--- config.mk ---
export PLATFORM = sky130hd
export DESIGN_NAME = fetch_prefetch
export DESIGN_NICKNAME = d
export VERILOG_FILES = /design/src/rtl/fetch_pkg.sv /design/src/rtl/fetch_queue.sv /design/src/rtl/fetch_prefetch.sv
export SDC_FILE = /design/constraint.sdc
export NUM_CORES = 1
export LEC_CHECK = 0
export ABC_AREA = 0
export ABC_CLOCK_PERIOD_IN_PS = 7210
export BUFFER_PORTS_ARGS = -buffer_cell sky130_fd_sc_hd__buf_4
export CORE_MARGIN = 3
export CORE_UTILIZATION = 40
export CTS_BUF_LIST = sky130_fd_sc_hd__clkbuf_4
export DETAILED_ROUTE_END_ITERATION = 12
export GPL_TIMING_DRIVEN = 0
export HOLD_SLACK_MARGIN = 0.02
export PLACE_DENSITY = 0.6
export SLEW_MARGIN = 20
export SYNTH_ARGS = -nofsm -noshare
export SYNTH_HDL_FRONTEND = slang
export SYNTH_SLANG_ARGS = --single-unit
--- constraint.sdc ---
create_clock -name clk -period 7.21 [get_ports clk]
set_input_delay 1.442 -clock clk [delete_from_list [all_inputs] [get_ports clk]]
set_output_delay 1.442 -clock clk [all_outputs]
set_load 0.005 [all_outputs]
--- src/rtl/fetch_pkg.sv ---
// Shared types and helpers for the decoupled instruction-fetch front end.
package fetch_pkg;

  localparam int unsigned INSTR_BYTES      = 4;
  localparam int unsigned FETCH_ADDR_WIDTH = 32;

  typedef struct packed {
    logic [FETCH_ADDR_WIDTH-1:0] pc;
    logic [31:0]                 instr;
  } fetch_entry_t;

  // Width able to hold the values 0..depth inclusive.
  function automatic int unsigned count_width(input int unsigned depth);
    return $clog2(depth + 1);
  endfunction

endpackage

--- src/rtl/fetch_queue.sv ---
// Circular prefetch FIFO of fetched (pc, instr) entries with synchronous flush.
module fetch_queue
  import fetch_pkg::*;
#(
  parameter int unsigned DEPTH   = 4,
  parameter type         entry_t = fetch_entry_t,
  localparam int unsigned CW     = count_width(DEPTH)
) (
  input  logic          clk,
  input  logic          reset,
  input  logic          flush,
  input  logic          push,
  input  entry_t        push_data,
  input  logic          pop,
  output entry_t        head,
  output logic [CW-1:0] count
);

  localparam int unsigned PW = $clog2(DEPTH);

  entry_t          mem [DEPTH];
  logic [PW-1:0]   wr_ptr;
  logic [PW-1:0]   rd_ptr;

  // DEPTH is a power of two, so pointers wrap naturally.
  always_ff @(posedge clk) begin
    if (reset || flush) begin
      wr_ptr <= '0;
      rd_ptr <= '0;
      count  <= '0;
    end else begin
      if (push) wr_ptr <= wr_ptr + 1'b1;
      if (pop)  rd_ptr <= rd_ptr + 1'b1;
      count <= count + CW'(push) - CW'(pop);
    end
  end

  always_ff @(posedge clk) begin
    if (push && !flush && !reset) mem[wr_ptr] <= push_data;
  end

  assign head = mem[rd_ptr];

endmodule

--- src/rtl/fetch_prefetch.sv ---
// Latency-tolerant fetch stage: in-order imem requests, credit-limited
// prefetch queue, and redirect flush that drops in-flight responses.
module fetch_prefetch
  import fetch_pkg::*;
#(
  parameter int unsigned           ADDR_WIDTH  = 32,
  parameter int unsigned           QUEUE_DEPTH = 4,
  parameter logic [ADDR_WIDTH-1:0] RESET_PC    = '0
) (
  input  logic                  clk,
  input  logic                  reset,
  input  logic                  stall_f,
  input  logic                  pc_src_e,
  input  logic [ADDR_WIDTH-1:0] pc_target_e,
  output logic                  imem_req_valid,
  input  logic                  imem_req_ready,
  output logic [ADDR_WIDTH-1:0] imem_req_addr,
  input  logic                  imem_rsp_valid,
  input  logic [31:0]           imem_rsp_data,
  output logic                  valid_f,
  output logic [31:0]           instruction_f,
  output logic [ADDR_WIDTH-1:0] pc_f,
  output logic [ADDR_WIDTH-1:0] pc_plus_4_f
);

  localparam int unsigned CW = count_width(QUEUE_DEPTH);
  localparam logic [ADDR_WIDTH-1:0] STEP = ADDR_WIDTH'(INSTR_BYTES);

  // Same layout as fetch_entry_t, sized to this instance's address width.
  typedef struct packed {
    logic [ADDR_WIDTH-1:0] pc;
    logic [31:0]           instr;
  } entry_t;

  logic [ADDR_WIDTH-1:0] fetch_pc;
  logic [ADDR_WIDTH-1:0] rsp_pc;
  logic [CW-1:0]         live;
  logic [CW-1:0]         drop;
  logic [CW-1:0]         q_count;
  entry_t                q_head;
  entry_t                q_push_data;

  logic [CW:0]           occ_queue;
  logic [CW:0]           occ_mem;
  logic                  req_fire;
  logic                  rsp_live;
  logic                  rsp_stale;
  logic                  deq;
  logic [ADDR_WIDTH-1:0] target_aligned;

  always_comb begin
    occ_queue      = {1'b0, q_count} + {1'b0, live};
    occ_mem        = {1'b0, live} + {1'b0, drop};
    imem_req_valid = !reset && !pc_src_e
                     && (occ_queue < (CW+1)'(QUEUE_DEPTH))
                     && (occ_mem   < (CW+1)'(QUEUE_DEPTH));
    imem_req_addr  = fetch_pc;
    req_fire       = imem_req_valid && imem_req_ready;
    rsp_live       = imem_rsp_valid && !pc_src_e && (drop == '0);
    rsp_stale      = imem_rsp_valid && !pc_src_e && (drop != '0);
    target_aligned = {pc_target_e[ADDR_WIDTH-1:2], 2'b00};
    q_push_data    = '{pc: rsp_pc, instr: imem_rsp_data};
  end

  always_ff @(posedge clk) begin
    if (reset) begin
      fetch_pc <= RESET_PC;
      rsp_pc   <= RESET_PC;
      live     <= '0;
      drop     <= '0;
    end else if (pc_src_e) begin
      // Any response this cycle retires one outstanding request; the rest go stale.
      fetch_pc <= target_aligned;
      rsp_pc   <= target_aligned;
      live     <= '0;
      drop     <= drop + live - CW'(imem_rsp_valid);
    end else begin
      if (req_fire) fetch_pc <= fetch_pc + STEP;
      if (rsp_live) rsp_pc   <= rsp_pc + STEP;
      live <= live + CW'(req_fire) - CW'(rsp_live);
      drop <= drop - CW'(rsp_stale);
    end
  end

  fetch_queue #(
    .DEPTH   (QUEUE_DEPTH),
    .entry_t (entry_t)
  ) u_queue (
    .clk       (clk),
    .reset     (reset),
    .flush     (pc_src_e),
    .push      (rsp_live),
    .push_data (q_push_data),
    .pop       (deq),
    .head      (q_head),
    .count     (q_count)
  );

  always_comb begin
    valid_f       = (q_count != '0);
    deq           = valid_f && !stall_f && !pc_src_e;
    instruction_f = valid_f ? q_head.instr : '0;
    pc_f          = valid_f ? q_head.pc    : '0;
    pc_plus_4_f   = pc_f + STEP;
  end

endmodule

; Yosys cells after proc, flatten, opt, wreduce, memory -nomap -nowiden
; Memories as Yosys holds them, arrays and structs flattened. A register that Yosys moved wholly into a read port is not among the register bits.
; Index checks and enable logic that the tools add are counted.
[op_classes]
add_sub_neg = 14
n_lt_le_gt_ge = 2
mux = 11
n_reduce_logical = 21
[ops]
columns = operator, count
row1 = 32-bit two-way mux, 6
row2 = "32-bit by 3-bit adder with 32-bit output, second input constant", 3
row3 = 3-bit by 1-bit subtractor with 3-bit output, 4
row4 = 1-bit logical AND, 11
row5 = 3-bit by 3-bit adder with 4-bit output, 2
row6 = "4-bit by 3-bit less-than comparator with 1-bit output, second input constant", 2
row7 = 3-bit by 1-bit adder with 3-bit output, 2
row8 = 3-bit nonzero test, 2
row9 = "2-bit by 1-bit adder with 2-bit output, second input constant", 2
row10 = 2-bit two-way mux, 2
row11 = 2-bit nonzero test, 2
row12 = 3-bit adder, 1
row13 = 1-bit logical NOT, 3
row14 = 3-bit logical NOT, 1
row15 = 3-bit two-way mux, 1
row16 = 1-bit two-way mux, 2
row17 = 2-bit OR reduction, 1
row18 = 1-bit logical OR, 1
[totals]
ff_bits = 77
mem_bits_rw = 256
inputBits = 70
n_memories = 1
[mem_list]
columns = name, words, width, rd, rd_clocked_by_memory_dff, wr, line_no
row1 = u_queue.mem, 4, 64, 1, 1, 1, fetch_queue.sv:21  ; entry_t mem [DEPTH];

; Longest topological paths before layout
; Gate-level depths: netlist of run 1.
[logic_depth]
ltp_word = 7
mapped_depth = 14
ltp_nobuf = 13

; By module
; A second synthesis of run 1 with hierarchy kept.
[unflattened]
cells_unflattened = 1006
area_unflattened_um2 = 14637.8
[modules_own_cells]
columns = module, instances, cells_per_inst, area_per_inst_um2, seq_area_each_um2
row1 = fetch_queue, 1, 377, 9751.9, 7867.5
row2 = fetch_prefetch, 1, 629, 4885.9, 1321.3

; Least setup slack after synthesis of run 1
; OpenSTA, ideal clock, no wires.
[synth_timing]
kind = input to register
start = input pc_src_e
end = memory u_queue.mem[0][0] in the netlist's numbering, enable pin
arrival_time_ps = 3659
required_time_ps = 6783
path_slack_ps = 3125
cell_stages = 6
n_path_buf = 2
path_cell_list = clkbuf_1 inv_1 nand3_1 clkbuf_1 nor2_1 and2_1
[synth_via]
elab_chain_len = 7
[synth_rtl]
columns = element, line_no
row1 = from (decl), fetch_prefetch.sv:13  ; input logic pc_src_e,
row2 = 1-bit logical NOT *, "fetch_queue.sv:39, fetch_prefetch.sv:59"
row3 = 1-bit logical AND (2 in series), fetch_prefetch.sv:59  ; rsp_live = imem_rsp_valid && !pc_src_e && (drop == '0);
row4 = 1-bit logical AND * (2 in series), fetch_queue.sv:39  ; if (push && !flush && !reset) mem[wr_ptr] <= push_data;
row5 = 1-bit two-way mux *, fetch_queue.sv:39
row6 = 1-bit two-way mux (implied by the code) *, fetch_queue.sv:39
row7 = to (decl), fetch_queue.sv:21
; Mark *: on every way between the ends. The rest lies on a longest branch, timed or not.

; Worst setup path after layout of run 1
[layout_timing]
start = register u_queue.count[1]
end = output pc_plus_4_f[30]
[layout_via]
elab_chain_len = 3
[layout_rtl]
columns = element, line_no
row1 = from (decl), fetch_queue.sv:16  ; output logic [CW-1:0] count
row2 = from (signal assigned), fetch_queue.sv:34  ; count <= count + CW'(push) - CW'(pop);
row3 = 3-bit nonzero test, fetch_prefetch.sv:100  ; valid_f = (q_count != '0);
row4 = 32-bit two-way mux, fetch_prefetch.sv:103  ; pc_f = valid_f ? q_head.pc : '0;
row5 = 32-bit by 3-bit adder with 32-bit output, fetch_prefetch.sv:104  ; pc_plus_4_f = pc_f + STEP;
row6 = to (decl), fetch_prefetch.sv:23  ; output logic [ADDR_WIDTH-1:0] pc_plus_4_f
; Every way passes these cells.

==> results of run 1 <==
cell usage after synthesis, drive strengths merged, types with 5 or more instances:
master	n
edfxtp	248
nand2	91
nor2	79
dfxtp	75
and2	70
mux4	62
nand3	46
xnor2	39
a31oi	32
inv	32
a21oi	30
buf	29
clkbuf	29
o21ai	28
nand4	21
ha	20
and3	16
xor2	15
nor3	12
nor4	10
a211oi	9
mux2	9
mux2i	9
or3	9
or4	9
nand3b	5
o211ai	5
flip-flops by register name, summed over array words and instances (netlist names), named ones only:
signal	flops
u_queue.wr_ptr	2
imem_req_addr	30
live	3
drop	3
u_queue.rd_ptr	2
u_queue.mem	248
rsp_pc	30
u_queue.count	3
power breakdown:
| group | switching, uW | internal (uW) | total, uW | leakage [uW] |
|---|---|---|---|---|
| logic | 172 | 148 | 320 | 0.00307 |
| clock network | 731 | 853 | 1580 | 0.000651 |
| registers | 50.3 | 2040 | 2090 | 0.00287 |
| total | 952 | 3050 | 4000 | 0.00659 |
critical path, cell delays in order (launching register included):
cell      delay (ps)
dfxtp_1          420
nor3_2           180
inv_1            280
clkbuf_1         410
clkbuf_1         490
nand2_1          190
inv_1            120
ha_1             230
and2_1           190
nand4_2          150
nor4_4           700
nand4_1          230
xnor2_1          220
buf_4            140
layout make-up:
type	instances	area [um^2]	share of cell area [%]
Clock inverter	29	178	0.990
Timing Repair Buffer	195	1540	8.60
Clock buffer	122	916	5.10
Multi-Input combinational cell	675	5350	29.8
Sequential cell	323	8950	49.9
Buffer	58	309	1.72
Antenna cell	1	2.50	0.0139
Tap cell	461	577	3.21
Inverter	33	124	0.690
per-stage QoR:
| step | total power (uW) | setup slack, ps | util [%] | cell area (um^2) |
|---|---|---|---|---|
| final | 4000 | 1110 | 50.0 | 17900 |
| after global routing | 4190 | 584 | 50.0 | 17900 |
| after CTS | 4050 | 927 | 50.0 | 17900 |
| after detailed placement | 2460 | 1710 | 46.9 | 16800 |
| after global placement | 2450 | 1420 | 46.6 | 16700 |
| after floorplan | 2280 | 3120 | - | 14700 |
metal layers:
metal  track usage, %  part of all wire [%]  routed length [um]  vias up
met1             25.9                    43               16300     4906
met3             4.76                   7.8                2930       74
met5                0                     0                   0        -
li1                 -                     -                   -     4750
met4             6.97                   2.6                 978        0
met2             30.7                    46               17400      408
worst paths after layout:
check | start | end
worst min-delay path | u_queue.wr_ptr[1] | u_queue.wr_ptr[1]
worst min register to register | u_queue.wr_ptr[1] | u_queue.wr_ptr[1]
worst max register to register | live[1] | live[2]
worst max-delay path | u_queue.count[1] | pc_plus_4_f[30]
cells by family after synthesis:
logic type                 Yosys count  synth area share (%)
DFF                                323                  60.9
buffers and inverters               91                  2.95
adders and majority gates           23                  2.11
other                                1                0.0255
and+or+nand+nor                    383                  14.0
AOI/OAI and AO/OA                  129                  5.51
muxes                               80                  11.3
xor gates and xnor gates            54                  3.22
==> flow_summary.json, run 1 <==
{
  "track_usage_pct": 19.3,
  "max_cap_violations": 0,
  "route.detailed.drc": 0,
  "syn_inst": 1084,
  "yosysSeqAreaShare_pct": 60.9,
  "fmax_mhz": 164,
  "synth_seq_cells": 323,
  "coreArea_um2": 35900,
  "fp.dieH_um": 198,
  "crit_path_max_fanout": 10,
  "outcome": "complete, no violations",
  "antenna_found_initial": 1,
  "p_leak_uw": 0.00659,
  "layout.nets": 1464,
  "ys_warn_count": 0,
  "hold_path_depth": 2,
  "netlist_area_um2": 14700,
  "stdcell_count": 1897,
  "area_growth_pct": 22.1,
  "globalplace.congestion": 0.880,
  "setup_viol": 0,
  "drt-total-wl_um": 37600,
  "avgRoutedWirePerCell_um": 19.8,
  "rrSetupSlack_ps": 3750,
  "cts_buffers": 85,
  "num-fill-cells": 3225,
  "ys.flop_type": "edfxtp_1",
  "grt_max_degree": 47,
  "drt_iter0_markers": 543,
  "synth_edf_count": 248,
  "grt_pass1_vias": 10400,
  "end_kind": "primary output",
  "initial_core_util_pct": 40.9,
  "final_cell_mix": "248 x edfxtp_1, 200 x buf_4, 122 x clkbuf_4",
  "rows": 69,
  "hp-class": "flop to flop",
  "hold_ws_ps": 501,
  "postRouteAntennaNets": 0,
  "vias_per_cell": 5.34,
  "cts_tree": "yes",
  "die_w_um": 198,
  "post_cts_buffers": 0,
  "grt-ovfl-total": 0,
  "min_period_ps": 6100,
  "dp.final_hpwl_um": 26700,
  "clk_pin_slew_worst_paths_ps": 60,
  "drv_slew": 0,
  "critPathArrivalTime_ps": 4660,
  "dieArea_um2": 39100,
  "vdd_ir_drop_max_uv": 139,
  "ys_types": 71,
  "ys_top_cells_by_area": "edfxtp_1 51%, dfxtp_1 10%, mux4_2 6.3%",
  "crit_type": "flop to primary output",
  "dp.cells": 1745,
  "power.density_nw_per_um2": 223,
  "syn_avg_cell_area_um2": 13.6,
  "cts_buffer_depth": 3,
  "hold_viol": 0,
  "skew_ps": 42.7,
  "io_buffers": 191,
  "yosysTopAreaCellShare_pct": 50.7,
  "root_buffer": "clkbuf_4",
  "vias": 10100,
  "async_flop_share_pct": 0,
  "first_pass_iters": 5,
  "yosysTopAreaCell": "edfxtp_1",
  "critPathLaunchType": "flop",
  "rsz0062_at_grt": "no",
  "cts_max_level": 3,
  "post_cts_resized": 0,
  "fin_crit_sh_pct": 84.6,
  "cts.sinks": 323,
  "clk_latency_ps": 700,
  "drive_above_1_share_pct": 29.8,
  "setup_tns_ps": 0,
  "ios": 200,
  "tightestPinTransition_ps": 949,
  "final_common_cell": "edfxtp_1",
  "postCtsHoldBufs": 0,
  "worst-r2r-cell-count": 14,
  "grt_pass1_wl_um": 58400,
  "required_ps": 5770,
  "maxSlewHeadroom_pct": 36.4
}
No activity file was read; power rests on OpenSTA's default activity.
==> inputs of run 2 (changes only) <==
--- a/config.mk
+++ b/config.mk
@@ -5,8 +5,8 @@
 export SDC_FILE = /design/constraint.sdc
 export NUM_CORES = 1
 export LEC_CHECK = 0
-export ABC_AREA = 0
-export ABC_CLOCK_PERIOD_IN_PS = 7210
+export ABC_AREA = 1
+export ABC_CLOCK_PERIOD_IN_PS = 5400
 export BUFFER_PORTS_ARGS = -buffer_cell sky130_fd_sc_hd__buf_4
 export CORE_MARGIN = 3
 export CORE_UTILIZATION = 40
@@ -14,7 +14,7 @@
 export DETAILED_ROUTE_END_ITERATION = 12
 export GPL_TIMING_DRIVEN = 0
 export HOLD_SLACK_MARGIN = 0.02
-export PLACE_DENSITY = 0.6
+export PLACE_DENSITY = 0.62
 export SLEW_MARGIN = 20
 export SYNTH_ARGS = -nofsm -noshare
 export SYNTH_HDL_FRONTEND = slang
==> constraint.sdc (replaced) <==
create_clock -name clk -period 5.4 [get_ports clk]
set_input_delay 1.08 -clock clk [delete_from_list [all_inputs] [get_ports clk]]
set_output_delay 1.08 -clock clk [all_outputs]
set_load 0.005 [all_outputs]
==> flow_summary.json, run 2 <==
{
  "end_kind": "primary output",
  "io_buffers": 190,
  "postCtsHoldBufs": 0,
  "post_cts_resized": 0,
  "route.detailed.drc": 0,
  "maxSlewHeadroom_pct": 48.2,
  "synth_commonest_cells": "429 x nand2_1, 266 x nor2_1, 248 x edfxtp_1",
  "cts_buffer_depth": 3,
  "largest-register": "u_queue.mem",
  "syn_avg_cell_area_um2": 8.88,
  "critPathArrivalTime_ps": 3580,
  "outcome": "complete, no violations",
  "vdd_ir_drop_max_uv": 140,
  "rows": 72,
  "drv_slew": 0,
  "place_area_um2": 18200,
  "power.density_nw_per_um2": 283,
  "yosysMostFrequentCell": "nand2_1",
  "async_flop_share_pct": 0,
  "root_buffer": "clkbuf_4",
  "multi_input_comb_area_um2": 5810,
  "cts_tree": "yes",
  "drt_iter0_markers": 764,
  "postRouteAntennaNets": 0,
  "avgRoutedWirePerCell_um": 17.8,
  "first_pass_iters": 6,
  "netlist_area_um2": 15800,
  "grt_pass1_vias": 13000,
  "required_ps": 4320,
  "largest_reg_flops": 248,
  "ys_top_cells_by_area": "edfxtp_1 47%, nand2_1 10%, dfxtp_1 9.5%",
  "clk_latency_ps": 780,
  "final_common_cell": "nand2_1",
  "rsz0062_at_grt": "no",
  "die_w_um": 205,
  "p_leak_uw": 0.00795,
  "globalplace.congestion": 0.927,
  "hp-class": "flop to flop",
  "layout.nets": 2168,
  "layout.area.seq_um2": 8950,
  "clk_pin_slew_worst_paths_ps": 70,
  "fp.dieH_um": 205,
  "num-fill-cells": 3682,
  "fmax_mhz": 215,
  "crit_path_max_fanout": 10,
  "syn_inst": 1780,
  "synth_seq_cells": 323,
  "drt-total-wl_um": 47200,
  "drive_above_1_share_pct": 21.2,
  "cts_max_level": 3,
  "yosysTopAreaCell": "edfxtp_1",
  "max_cap_violations": 0,
  "min_period_ps": 4660,
  "initial_core_util_pct": 40.7,
  "crit_type": "flop to primary output",
  "track_usage_pct": 22.4,
  "dp_slack_ps": 1540,
  "fin_crit_sh_pct": 86.3,
  "tightestPinTransition_ps": 778,
  "coreArea_um2": 38800,
  "hold_viol": 0,
  "post_cts_buffers": 0,
  "grt_max_degree": 23,
  "ys.flop_type": "edfxtp_1",
  "cts_buffers": 86,
  "cts.sinks": 323,
  "setup_viol": 0,
  "vias_per_cell": 5.00,
  "critPathLaunchType": "flop",
  "yosysTopAreaCellShare_pct": 47.1,
  "antenna_found_initial": 2,
  "dp.final_hpwl_um": 34000,
  "grt-ovfl-total": 0,
  "finalWorstSetupSlack_ps": 739,
  "final_cell_mix": "429 x nand2_1, 262 x nor2_1, 248 x edfxtp_1",
  "vias": 13300,
  "skew_ps": 59.7,
  "hold_ws_ps": 464,
  "ios": 200,
  "grt_pass1_wl_um": 72100,
  "area_growth_pct": 22.5,
  "dieArea_um2": 41900,
  "final_cell_area_um2": 19400,
  "ys_types": 44,
  "setup_tns_ps": 0,
  "yosysSeqAreaShare_pct": 56.6,
  "ys_warn_count": 0,
  "synth_edf_count": 248
}
run 2: cell count changes in the layout (fill, tap and decap cells not counted), moves of 21 or more:
| cell | previous run | this run |
|---|---|---|
| nand3_1 | 45 | 125 |
| mux4_2 | 41 | 0 |
| a21oi_1 | 30 | 86 |
| and2_1 | 63 | 0 |
| xnor2_1 | 39 | 5 |
| nand2_1 | 90 | 429 |
| o21ai_0 | 28 | 126 |
| inv_1 | 31 | 161 |
| nor2_1 | 78 | 262 |
| mux4_1 | 21 | 0 |
run 2: layout make-up:
class / instances / share of cell area [%]
Sequential cell: 323 / 46.2
Buffer: 76 / 2.31
Inverter: 171 / 3.35
Tap cell: 518 / 3.35
Multi-Input combinational cell: 1215 / 30.0
Antenna cell: 1 / 0.0129
Clock buffer: 124 / 4.81
Timing Repair Buffer: 202 / 8.92
Clock inverter: 23 / 1.01
run 2: worst max-delay path: stages, from the launching register on:
cell	delay [ps]
dfxtp_1	390
nor2_1	70
nand2_2	190
inv_2	170
buf_2	270
nor2_1	430
ha_1	300
nand2_1	110
nor2_4	130
nand2_2	140
nor2_2	230
nand2_1	100
xor2_1	150
buf_4	140
run 2: logic make-up (layout without fill, tap and decap cells):
kind of cell             Yosys count  after routing  synth area share [%]
AND/OR/NAND/NOR                  920            920                  25.1
flip-flops                       323            323                  56.6
buffers and inverters            247            596                  6.94
AO/OA/AOI/OAI                    236            236                  7.72
XOR/XNOR                          30             30                  1.66
adder cells (fa/ha/maj)           23             23                  1.96
other                              1              7                0.0237
run 2: where the power goes:
part	switching (uW)	total, uW	internal [uW]
combinational	277	465	188
clock	1020	2220	1200
sequential	66.7	2800	2730
run 2: worst paths after layout:
kind                                         to               from  depth (start not counted)  slack [ps]
worst min-delay path                       flop  u_queue.rd_ptr[0]                          1         460
worst max-delay path            pc_plus_4_f[18]   u_queue.count[2]                         13         740
worst min register to register             flop  u_queue.rd_ptr[0]                          1         460
worst max register to register          live[2]            drop[2]                         14        2300
run 2: routing by layer:
| metal | vias to the layer above | GRT usage, % | part of all wire [%] |
|---|---|---|---|
| met2 | 474 | 35.0 | 46 |
| met5 | - | 0 | 0 |
| met1 | 6160 | 30.6 | 45 |
| met3 | 103 | 4.00 | 5.9 |
| met4 | 0 | 9.58 | 3.6 |
| li1 | 6534 | - | - |
run 2: metrics by stage:
step / cells / util [%] / total power [uW]
floorplan: 1785 / - / 3070
global placement: 2493 / 46.1 / 3300
detailed placement: 2505 / 47.0 / 3310
CTS: 2652 / 49.9 / 5540
global route: 2653 / 49.9 / 5740
finish: 2653 / 49.9 / 5490
==> inputs of run 3 (changes only) <==
--- a/config.mk
+++ b/config.mk
@@ -11,10 +11,12 @@
 export CORE_MARGIN = 3
 export CORE_UTILIZATION = 40
 export CTS_BUF_LIST = sky130_fd_sc_hd__clkbuf_4
+export CTS_CLUSTER_SIZE = 30
 export DETAILED_ROUTE_END_ITERATION = 12
 export GPL_TIMING_DRIVEN = 0
 export HOLD_SLACK_MARGIN = 0.02
 export PLACE_DENSITY = 0.62
+export REMOVE_ABC_BUFFERS = 1
 export SLEW_MARGIN = 20
 export SYNTH_ARGS = -nofsm -noshare
 export SYNTH_HDL_FRONTEND = slang
==> flow_summary.json, run 3 (same netlist as run 2, synthesis figures left out) <==
{
  "outcome": "complete, no violations",
  "setup_tns_ps": 0,
  "drv_slew": 0,
  "root_buffer": "clkbuf_4",
  "largest-register": "u_queue.mem",
  "fp.dieH_um": 205,
  "avgRoutedWirePerCell_um": 16.6,
  "grt_pass1_wl_um": 67100,
  "switchingPower_uw": 1300,
  "route.detailed.drc": 0,
  "num-fill-cells": 3721,
  "vias": 12900,
  "clk_pin_slew_worst_paths_ps": 60,
  "hold_viol": 0,
  "cts_max_level": 3,
  "largest_reg_flops": 248,
  "final_cell_mix": "429 x nand2_1, 262 x nor2_1, 248 x edfxtp_1",
  "vias_per_cell": 4.98,
  "cts_buffers": 88,
  "clk_latency_ps": 740,
  "tightestPinTransition_ps": 818,
  "setup_viol": 0,
  "cts_tree": "yes",
  "busiest_layer": "met2",
  "end_kind": "primary output",
  "cts.sinks": 323,
  "grt-ovfl-total": 0,
  "postRouteAntennaNets": 0,
  "grt_max_degree": 124,
  "grt_util_met3_pct": 4.42,
  "track_usage_pct": 20.4,
  "p_seq_share_pct": 52.2,
  "post_cts_buffers": 0,
  "grt_pass1_vias": 12600,
  "die_w_um": 205,
  "initial_core_util_pct": 40.7,
  "place_area_um2": 18000,
  "p_comb_share_pct": 8.3,
  "p_clk_share_pct": 39.5,
  "required_ps": 4320,
  "ios": 200,
  "switching_share_pct": 24.3,
  "grtUsageMet2_pct": 32.3,
  "io_buffers": 191,
  "coreArea_um2": 38800,
  "dieArea_um2": 41900,
  "grt.met1_usage_pct": 27.8,
  "power.density_nw_per_um2": 281,
  "crit_type": "flop to primary output",
  "first_pass_iters": 5,
  "rows": 72,
  "drive_above_1_share_pct": 20.0,
  "p_leak_uw": 0.00774,
  "drt-total-wl_um": 43000,
  "hp-class": "flop to flop",
  "crit_path_max_fanout": 43,
  "skew_ps": 36.2,
  "critPathArrivalTime_ps": 3950,
  "layout.nets": 2101,
  "max_cap_violations": 0,
  "cts_buffer_depth": 3,
  "dp.final_hpwl_um": 29800,
  "area_growth_pct": 20.7,
  "fmax_mhz": 199,
  "antenna_found_initial": 2,
  "drt_iter0_markers": 776,
  "min_period_ps": 5030,
  "final_common_cell": "nand2_1",
  "vdd_ir_drop_max_uv": 162,
  "fin_crit_sh_pct": 93.2,
  "final_cell_area_um2": 19100,
  "rsz0062_at_grt": "no",
  "critPathLaunchType": "flop",
  "maxSlewHeadroom_pct": 45.4,
  "p_int_uw": 4050,
  "globalplace.congestion": 0.900
}
## run 3: cell count changes in the layout (fill, tap and decap cells not counted), moves of 5 or more
| cell | delta |
|---|---|
| clkbuf_1 | -29 |
| buf_2 | -18 |
| buf_4 | -12 |
| buf_6 | -9 |
| buf_16 | +8 |
| clkinv_1 | +5 |
## run 3: critical path, stage by stage, from the launching register on
cell and delay (ps):
dfxtp_4 610, buf_12 290, inv_4 180, buf_16 240, nand3_1 130, nand2_1 60, nor2_1 230, ha_1 260
nand2_1 120, nor2_4 150, nand2_2 130, nor2_2 250, nand2_1 110, xor2_1 280, buf_4 180
## run 3: power by group through the flow
stage / logic [uW] / registers [uW] / clock network [uW]
after floorplan: 219 / 2830 / 0
after global placement: 420 / 2850 / 0
after detailed placement: 445 / 2850 / 0
after CTS: 447 / 2790 / 2190
after global routing: 498 / 2800 / 2320
final: 444 / 2790 / 2120
## run 3: through the flow
| stage | setup slack, ps | total power, uW | hold slack [ps] | instances | util (%) |
|---|---|---|---|---|---|
| after floorplan | 14.0 | 3050 | 436 | 1709 | - |
| after CTS | 190 | 5430 | 448 | 2584 | 49.1 |
| after global placement | -3390 | 3270 | 454 | 2418 | 45.0 |
| final | 367 | 5350 | 460 | 2586 | 49.1 |
| after detailed placement | 497 | 3290 | 447 | 2436 | 46.3 |
| after global routing | 14.8 | 5620 | 457 | 2586 | 49.1 |
## run 3: routing by layer
layer | vias up | wire, um
li1 | 6404 | -
met1 | 5974 | 19100
met2 | 431 | 19700
met3 | 65 | 3220
met4 | 0 | 986
met5 | - | 0
## run 3: final timing paths
kind | cells after the start | startpoint | endpoint | slack, ps
worst max-delay path | 14 | flop | pc_plus_4_f[18] | 370
worst min-delay path | 2 | u_queue.rd_ptr[1] | flop | 460
worst max register to register | 10 | drop[1] | u_queue.mem[3][11] | 1780
worst min register to register | 2 | u_queue.rd_ptr[1] | flop | 460
## run 3: area by class of cell
type,instances,area [um^2],share of cell area (%)
Sequential cell,323,8960,46.9
Multi-Input combinational cell,1215,5820,30.5
Timing Repair Buffer,209,1910,10.0
Clock buffer,123,923,4.84
Inverter,171,654,3.43
Tap cell,518,648,3.40
Clock inverter,25,160,0.839
Antenna cell,2,5.00,0.0262
## run 3: timing repair
action                                  CTS  global route
gates resized for setup                   2             0
hold buffers                              0             0
endpoints found under the setup margin   10             0
